### config.mk
export PLATFORM = sky130hd
export DESIGN_NAME = hfilter_5tap
export DESIGN_NICKNAME = d
export VERILOG_FILES = /design/src/rtl/hfilter_5tap_pkg.sv /design/src/rtl/hfilter_5tap_round_clamp.sv /design/src/rtl/hfilter_5tap.sv
export SDC_FILE = /design/constraint.sdc
export NUM_CORES = 1
export LEC_CHECK = 0
export ABC_AREA = 1
export BUFFER_PORTS_ARGS = -buffer_cell sky130_fd_sc_hd__buf_4
export CAP_MARGIN = 20
export CORE_ASPECT_RATIO = 1.25
export CORE_UTILIZATION = 57
export DETAILED_ROUTE_END_ITERATION = 10
export GPL_TIMING_DRIVEN = 0
export PLACE_DENSITY = 0.78
export SLEW_MARGIN = 0
export SYNTH_ARGS = -nofsm -noshare
export SYNTH_HDL_FRONTEND = slang
export SYNTH_SLANG_ARGS = --single-unit
### constraint.sdc
create_clock -name clk -period 3.8 [get_ports clk]
set_input_delay 0.76 -clock clk [delete_from_list [all_inputs] [get_ports clk]]
set_output_delay 0.76 -clock clk [all_outputs]
set_load 0.03 [all_outputs]
### src/rtl/hfilter_5tap_pkg.sv
`default_nettype none
// ============================================================================
// Module      : hfilter_5tap_pkg
// Description : Shared widths, fill limit, default 1-4-6-4-1 coefficient set
//               and the pipeline side-band tag for the horizontal 5-tap FIR.
// Revision    : 1.0 - initial release
// ============================================================================
package hfilter_5tap_pkg;

  localparam int WIN_W    = 40;  // five packed pixels
  localparam int PIX_W    = 8;
  localparam int TAPS     = 5;
  localparam int COEF_W   = 8;
  localparam int PROD_W   = 17;  // 9-bit zero-extended pixel x 8-bit weight
  localparam int SUM_W    = 20;  // five products plus growth headroom
  localparam int FILL_MAX = 5;   // windows needed before output is meaningful
  localparam int FCNT_W   = 3;

  // Default binomial smoothing kernel, sum 16, normalised by >> 4.
  localparam logic signed [COEF_W-1:0] C0_DEF = 8'sd1;
  localparam logic signed [COEF_W-1:0] C1_DEF = 8'sd4;
  localparam logic signed [COEF_W-1:0] C2_DEF = 8'sd6;
  localparam logic signed [COEF_W-1:0] C3_DEF = 8'sd4;
  localparam logic signed [COEF_W-1:0] C4_DEF = 8'sd1;
  localparam int                       SHIFT_DEF = 4;

  // Side-band bits that travel with each window through the pipeline.
  typedef struct packed {
    logic valid;
    logic sol;
    logic byp;
  } tag_t;

endpackage
`default_nettype wire

### src/rtl/hfilter_5tap_round_clamp.sv
`default_nettype none
// ============================================================================
// Module      : round_clamp_u8
// Description : Normalises a signed filter sum: round-half-up by adding
//               2^(SHIFT-1), arithmetic shift right by SHIFT, then saturate
//               to the unsigned 8-bit pixel range. Purely combinational.
// Ports       : sum_in  - signed SUM_W-bit filter sum
//               pix_out - unsigned 8-bit clamped pixel
// Revision    : 1.0 - initial release
// ============================================================================
module round_clamp_u8
  import hfilter_5tap_pkg::*;
#(
  parameter int SHIFT = SHIFT_DEF
) (
  input  logic signed [SUM_W-1:0] sum_in,
  output logic        [PIX_W-1:0] pix_out
);

  // One extra bit so the rounding offset can never wrap the sum.
  logic signed [SUM_W:0] widened;
  logic signed [SUM_W:0] rounded;
  logic signed [SUM_W:0] shifted;

  assign widened = (SUM_W+1)'(sum_in);

  if (SHIFT > 0) begin : g_round
    localparam logic signed [SUM_W:0] HALF = (SUM_W+1)'(1) << (SHIFT - 1);
    assign rounded = widened + HALF;
  end else begin : g_no_round
    assign rounded = widened;
  end

  assign shifted = rounded >>> SHIFT;

  always_comb begin
    pix_out = shifted[PIX_W-1:0];
    if (shifted[SUM_W]) begin
      pix_out = '0;
    end else if (|shifted[SUM_W-1:PIX_W]) begin
      pix_out = '1;
    end
  end

endmodule
`default_nettype wire

### src/rtl/hfilter_5tap.sv
`default_nettype none
// ============================================================================
// Module      : hfilter_5tap
// Description : Horizontal 5-tap FIR behind the pixel window shift register.
//               Three pipeline stages (multiply, sum, round/clamp); output is
//               suppressed until five pixels of the current line are in the
//               window. Fixed 3-clk latency, one pixel per clk, no stall.
// Ports       : clk, rst       - clock, synchronous active-high reset
//               win_in         - p0=[7:0] oldest .. p4=[39:32] newest
//               win_valid      - win_in holds a freshly shifted window
//               h_sync         - single-cycle line-start pulse
//               bypass         - pass centre pixel p2 instead of filtering
//               pix_out        - filtered pixel (held while pix_valid=0)
//               pix_valid      - pix_out valid this cycle
//               pix_sol        - first valid pixel of the line
// Revision    : 1.0 - initial release
// ============================================================================
module hfilter_5tap
  import hfilter_5tap_pkg::*;
#(
  parameter logic signed [COEF_W-1:0] C0    = C0_DEF,
  parameter logic signed [COEF_W-1:0] C1    = C1_DEF,
  parameter logic signed [COEF_W-1:0] C2    = C2_DEF,
  parameter logic signed [COEF_W-1:0] C3    = C3_DEF,
  parameter logic signed [COEF_W-1:0] C4    = C4_DEF,
  parameter int                       SHIFT = SHIFT_DEF
) (
  input  logic             clk,
  input  logic             rst,
  input  logic [WIN_W-1:0] win_in,
  input  logic             win_valid,
  input  logic             h_sync,
  input  logic             bypass,
  output logic [PIX_W-1:0] pix_out,
  output logic             pix_valid,
  output logic             pix_sol
);

  localparam logic signed [COEF_W-1:0] COEF [TAPS] = '{C0, C1, C2, C3, C4};

  // ---------------------------------------------------------------- fill
  logic [FCNT_W-1:0] fcnt_q, fcnt_d;
  logic              accept;
  logic              first_win;

  always_comb begin
    fcnt_d = fcnt_q;
    if (h_sync) begin
      // A window arriving with h_sync already belongs to the new line.
      fcnt_d = win_valid ? FCNT_W'(1) : '0;
    end else if (win_valid && (fcnt_q != FCNT_W'(FILL_MAX))) begin
      fcnt_d = fcnt_q + 1'b1;
    end
  end

  assign accept    = win_valid && (fcnt_d == FCNT_W'(FILL_MAX));
  // Only the 4->5 transition can be accepted while fcnt_q is below 5.
  assign first_win = accept && (fcnt_q != FCNT_W'(FILL_MAX));

  // ------------------------------------------------------ S1: multiply
  logic signed [PROD_W-1:0] prod_d [TAPS];
  logic signed [PROD_W-1:0] prod_q [TAPS];
  logic        [PIX_W-1:0]  s1_p2_q, s1_p2_d;
  tag_t                     s1_tag_q, s1_tag_d;

  for (genvar k = 0; k < TAPS; k++) begin : g_tap
    logic signed [PIX_W:0] px;
    assign px        = $signed({1'b0, win_in[k*PIX_W +: PIX_W]});
    assign prod_d[k] = PROD_W'(px) * PROD_W'(COEF[k]);
  end

  always_comb begin
    s1_p2_d  = win_in[2*PIX_W +: PIX_W];
    s1_tag_d = '{valid: accept, sol: first_win, byp: bypass};
  end

  // ----------------------------------------------------------- S2: sum
  logic signed [SUM_W-1:0] sum_q, sum_d;
  logic        [PIX_W-1:0] s2_p2_q, s2_p2_d;
  tag_t                    s2_tag_q, s2_tag_d;

  always_comb begin
    sum_d = '0;
    for (int k = 0; k < TAPS; k++) begin
      sum_d = sum_d + SUM_W'(prod_q[k]);
    end
    s2_p2_d  = s1_p2_q;
    s2_tag_d = s1_tag_q;
  end

  // -------------------------------------------------- S3: round/clamp
  logic [PIX_W-1:0] rc_pix;
  logic [PIX_W-1:0] pix_out_q, pix_out_d;
  logic             pix_valid_q, pix_valid_d;
  logic             pix_sol_q, pix_sol_d;

  round_clamp_u8 #(
    .SHIFT (SHIFT)
  ) u_round_clamp (
    .sum_in  (sum_q),
    .pix_out (rc_pix)
  );

  always_comb begin
    pix_out_d   = pix_out_q;
    pix_valid_d = s2_tag_q.valid;
    pix_sol_d   = s2_tag_q.valid && s2_tag_q.sol;
    if (s2_tag_q.valid) begin
      pix_out_d = s2_tag_q.byp ? s2_p2_q : rc_pix;
    end
  end

  // ----------------------------------------------------------- registers
  always_ff @(posedge clk) begin
    if (rst) begin
      fcnt_q      <= '0;
      s1_p2_q     <= '0;
      s1_tag_q    <= '0;
      sum_q       <= '0;
      s2_p2_q     <= '0;
      s2_tag_q    <= '0;
      pix_out_q   <= '0;
      pix_valid_q <= 1'b0;
      pix_sol_q   <= 1'b0;
      for (int k = 0; k < TAPS; k++) begin
        prod_q[k] <= '0;
      end
    end else begin
      fcnt_q      <= fcnt_d;
      s1_p2_q     <= s1_p2_d;
      s1_tag_q    <= s1_tag_d;
      sum_q       <= sum_d;
      s2_p2_q     <= s2_p2_d;
      s2_tag_q    <= s2_tag_d;
      pix_out_q   <= pix_out_d;
      pix_valid_q <= pix_valid_d;
      pix_sol_q   <= pix_sol_d;
      for (int k = 0; k < TAPS; k++) begin
        prod_q[k] <= prod_d[k];
      end
    end
  end

  assign pix_out   = pix_out_q;
  assign pix_valid = pix_valid_q;
  assign pix_sol   = pix_sol_q;

endmodule
`default_nettype wire

==> summary by stage <==
Status
The run finished with clean final reports.

Placed design
Summing all placed instances gives a cell area of 4786 sq um. The congestion estimate from routability-driven global placement came to 0.9144. The number of placed instances, taps included, is 690.

The placed wire-length estimate is 5997 um. The number of port buffers is 53.

STA
Setup repair after global routing left no endpoint under its margin. The worst path needs 3.405 ns of the cycle, external delays included. For this run, the top clock speed supported by timing is 0.2937 GHz.

The final-report max-slew violation count is 0. Setup violations remaining at the end of the flow were counted as 0. At the pin with the least slew margin, the transition time is 0.5563 ns. For the final database, setup skew stands at 0.009159 ns.

The share of the clock period used by the worst path after layout is 89.62%. The post-route setup TNS is 0 ns. The final-layout worst hold slack is 0.3988 ns. The worst pin sits at a relative slew slack of 62.91%.

The final number of hold-violating endpoints came to 0.

Finish
The area of the multi-input gates is 1939 sq um. Compared with the post-synthesis result, the final layout area differs by 17.24%. The library cells used most frequently in the layout, excluding fill and tap cells, are sky130_fd_sc_hd__inv_1, sky130_fd_sc_hd__nor2_1, sky130_fd_sc_hd__dfxtp_1, sky130_fd_sc_hd__nand2_1, sky130_fd_sc_hd__buf_4. Counting the fill cells in the layout gives 547.

Of the cells placed in the final design, the portion with a size suffix greater than 1 is 14.61%. The number of antenna diodes in the final layout is 0. The final design area excluding fillers is 5012 sq um. The commonest non-fill, non-tap cell in the layout is sky130_fd_sc_hd__inv_1. The net count of the finished layout is 707. Cells fill 70.55% of the core in the end. The flip-flop and latch area is 1722 sq um. Once layout is complete, the cells apart from fillers number 706.

Routing
In the routed layout, each cell is associated on average with a via count of 4.698. The average wire length per cell after detail routing is 10.73 um. The first detailed-routing pass ran for 4 iterations. The number of remaining DRC errors is 0.

The detailed-route wire length is 7577 um. The remaining number of nets flagged by the antenna check after routing is 0. Across all layers, the routed design uses 3,317 vias. After the first detailed-routing iteration, the DRC count stood at 131.

Die
The horizontal die dimension is 79.46 um. The chip height is 98.83 um. The die covers 7853 sq um. 55 I/O pins were placed. The initial utilization of the core area, before any placement, comes to 60.18%. The core region is 7104 sq um. Row generation in the floorplan step produced 34 rows.

Critical path
For the worst setup path, the data arrival time is 3.65 ns. The critical path class is reg2reg. Along the worst path, the maximum fanout reaches 4. The critical path capture point type is a register. STA puts the critical path data required time at 4.05 ns. STA classifies the critical path startpoint as a register.

CTS
Post-CTS timing repair inserted 0 buffers for setup. Counting along the longest clock path gives a buffer depth of 2. For the worst-skew pair, the clock arrives at the later sink with an insertion delay of 0.36 ns. The number of hold buffers added after CTS is 0. The clock root buffer master is sky130_fd_sc_hd__clkbuf_8. Counting every sink on the clock net gives 86. TritonCTS built the clock tree. Gates resized during post-CTS repair numbered 0. Buffers inserted during clock tree synthesis total 9. The H-tree generated during clock tree synthesis spans 3 levels. Clock-pin slew was measured on the worst setup and hold paths at 0.09 ns.

Logic synthesis
The total number of yosys warnings is 0. The post-synthesis cell count is 547. The number of nets in the synthesized netlist is 643. Summing the sequential cell areas from Yosys gives 40.27% of the chip area. Counting flops and latches in the post-synthesis netlist gives 86. Yosys mapped a number of flops with a built-in enable equal to 0. The average instance in the mapped netlist occupies 7.816 sq um. The most frequently used flop master after synthesis is sky130_fd_sc_hd__dfxtp_1.

The number of distinct standard cells referenced by the synthesized netlist is 27. After synthesis the cells add up to 4275 sq um. For this run, asynchronously set or reset flops after synthesis account for 0%.

Global route
Global routing consumed, over all layers together, 22.39% of the routing resources. The global-route wire length before repair is 13,600 um. Summed over all layers, the global routing overflow is 0. The largest net degree at the start of global routing is 17. The number of antenna violations at the first check in global routing is 0.

The via count of the first global-routing pass is 3,318.

Power
The internal portion of the total power is 0.001592 W. The power density over the cells is 468.2 nW/um^2. The clock share of power is 30.9%. Combinational logic burns 25.2% of the power. The worst supply voltage drop on vdd is 0.4075 mV.

The share of total power dissipated in sequential elements is 43.9%. The analysis attributes to net switching a power of 0.0007542 W. The leakage power summed over all cells is 2.672 nW. Net switching is 32.14% of the power.

Job
Max-cap violations in this run came to 0.

Min path
The tightest min-delay check is of the reg2reg type.
## metrics by stage
stage | power, W | setup slack (ns)
final | 0.002347 | 0.3946
after detailed placement | 0.001633 | 0.4414
after global placement | 0.001609 | 0.4613
after floorplan | 0.001481 | 0.6703
after global routing | 0.002521 | 0.2131
after CTS | 0.002361 | 0.4130
## synth_stat cells, types with 4 or more instances
library cell               count  share of area [%]
sky130_fd_sc_hd__a21oi_1      26                3.0
sky130_fd_sc_hd__a21oi_2       7                1.4
sky130_fd_sc_hd__buf_2         5               0.59
sky130_fd_sc_hd__clkbuf_1      6               0.53
sky130_fd_sc_hd__dfxtp_1      86                 40
sky130_fd_sc_hd__fa_1         23                 11
sky130_fd_sc_hd__ha_1         28                8.2
sky130_fd_sc_hd__inv_1       148                 13
sky130_fd_sc_hd__nand2_1      60                5.3
sky130_fd_sc_hd__nand3_1      16                1.9
sky130_fd_sc_hd__nand4_1       4               0.59
sky130_fd_sc_hd__nor2_1       96                8.4
sky130_fd_sc_hd__nor2_2        4               0.59
sky130_fd_sc_hd__o21ai_0      17                2.0
## cells by family (layout without fill, tap and decap cells)
| family | Yosys count | after routing | synth area share (%) |
|---|---|---|---|
| fa+ha+maj | 51 | 51 | 18.96 |
| buf+inv | 162 | 231 | 14.37 |
| flops | 86 | 86 | 40.27 |
| xor+xnor | 3 | 3 | 0.6147 |
| compound gates | 60 | 60 | 8.282 |
| simple gates | 185 | 185 | 17.50 |
## layer usage
layer  part of all wire [%]  global-route usage [%]
met5                      0                       0
met4                    2.8                   11.05
met3                    3.2                   3.611
met2                     53                   41.75
met1                     41                   23.77
## path summary, 6_finish.rpt
check                                   from  cells past startpoint  slack (ns)          to
worst min-delay path              s1_p2_q[1]                      2        0.40  s2_p2_q[1]
worst min register to register    s1_p2_q[1]                      2        0.40  s2_p2_q[1]
worst max-delay path            prod_q[0][3]                     16        0.39   sum_q[11]
worst max register to register  prod_q[0][3]                     16        0.39   sum_q[11]
## power groups by stage
stage / registers (W) / logic [W] / clock network (W)
finish: 0.00103 / 0.000592 / 0.000726
global route: 0.00104 / 0.000698 / 0.000784
CTS: 0.00103 / 0.000591 / 0.000740
detailed placement: 0.00105 / 0.000582 / 0
global placement: 0.00105 / 0.000561 / 0
floorplan: 0.00104 / 0.000442 / 0
## critical path, stage by stage, from the launching register on
cell                      delay [ns]
sky130_fd_sc_hd__dfxtp_1        0.32
sky130_fd_sc_hd__inv_1          0.05
sky130_fd_sc_hd__fa_1           0.53
sky130_fd_sc_hd__inv_1          0.05
sky130_fd_sc_hd__fa_1           0.49
sky130_fd_sc_hd__inv_1          0.05
sky130_fd_sc_hd__fa_1           0.45
sky130_fd_sc_hd__inv_1          0.07
sky130_fd_sc_hd__ha_1           0.19
sky130_fd_sc_hd__inv_1          0.08
sky130_fd_sc_hd__fa_1           0.35
sky130_fd_sc_hd__inv_1          0.10
sky130_fd_sc_hd__nand3_1        0.07
sky130_fd_sc_hd__nand2_1        0.13
sky130_fd_sc_hd__nand4_1        0.13
sky130_fd_sc_hd__a21oi_1        0.19
sky130_fd_sc_hd__nor2_1         0.06
## flip-flops by register name (all words and copies together) (netlist names), 2 cells and up
register / flops
sum_q: 10
s2_p2_q: 8
s1_tag_q: 3
fcnt_q: 3
s2_tag_q: 2
s1_p2_q: 8
pix_out: 8
prod_q: 41
## layout make-up
type	instances	area share, %
Timing Repair Buffer	53	7.938
Sequential cell	86	34.35
Inverter	151	11.31
Clock buffer	9	2.471
Multi-Input combinational cell	299	38.69
Buffer	11	0.9486
Tap cell	90	2.247
Clock inverter	7	2.047
Power figures use the tool's default switching activity.
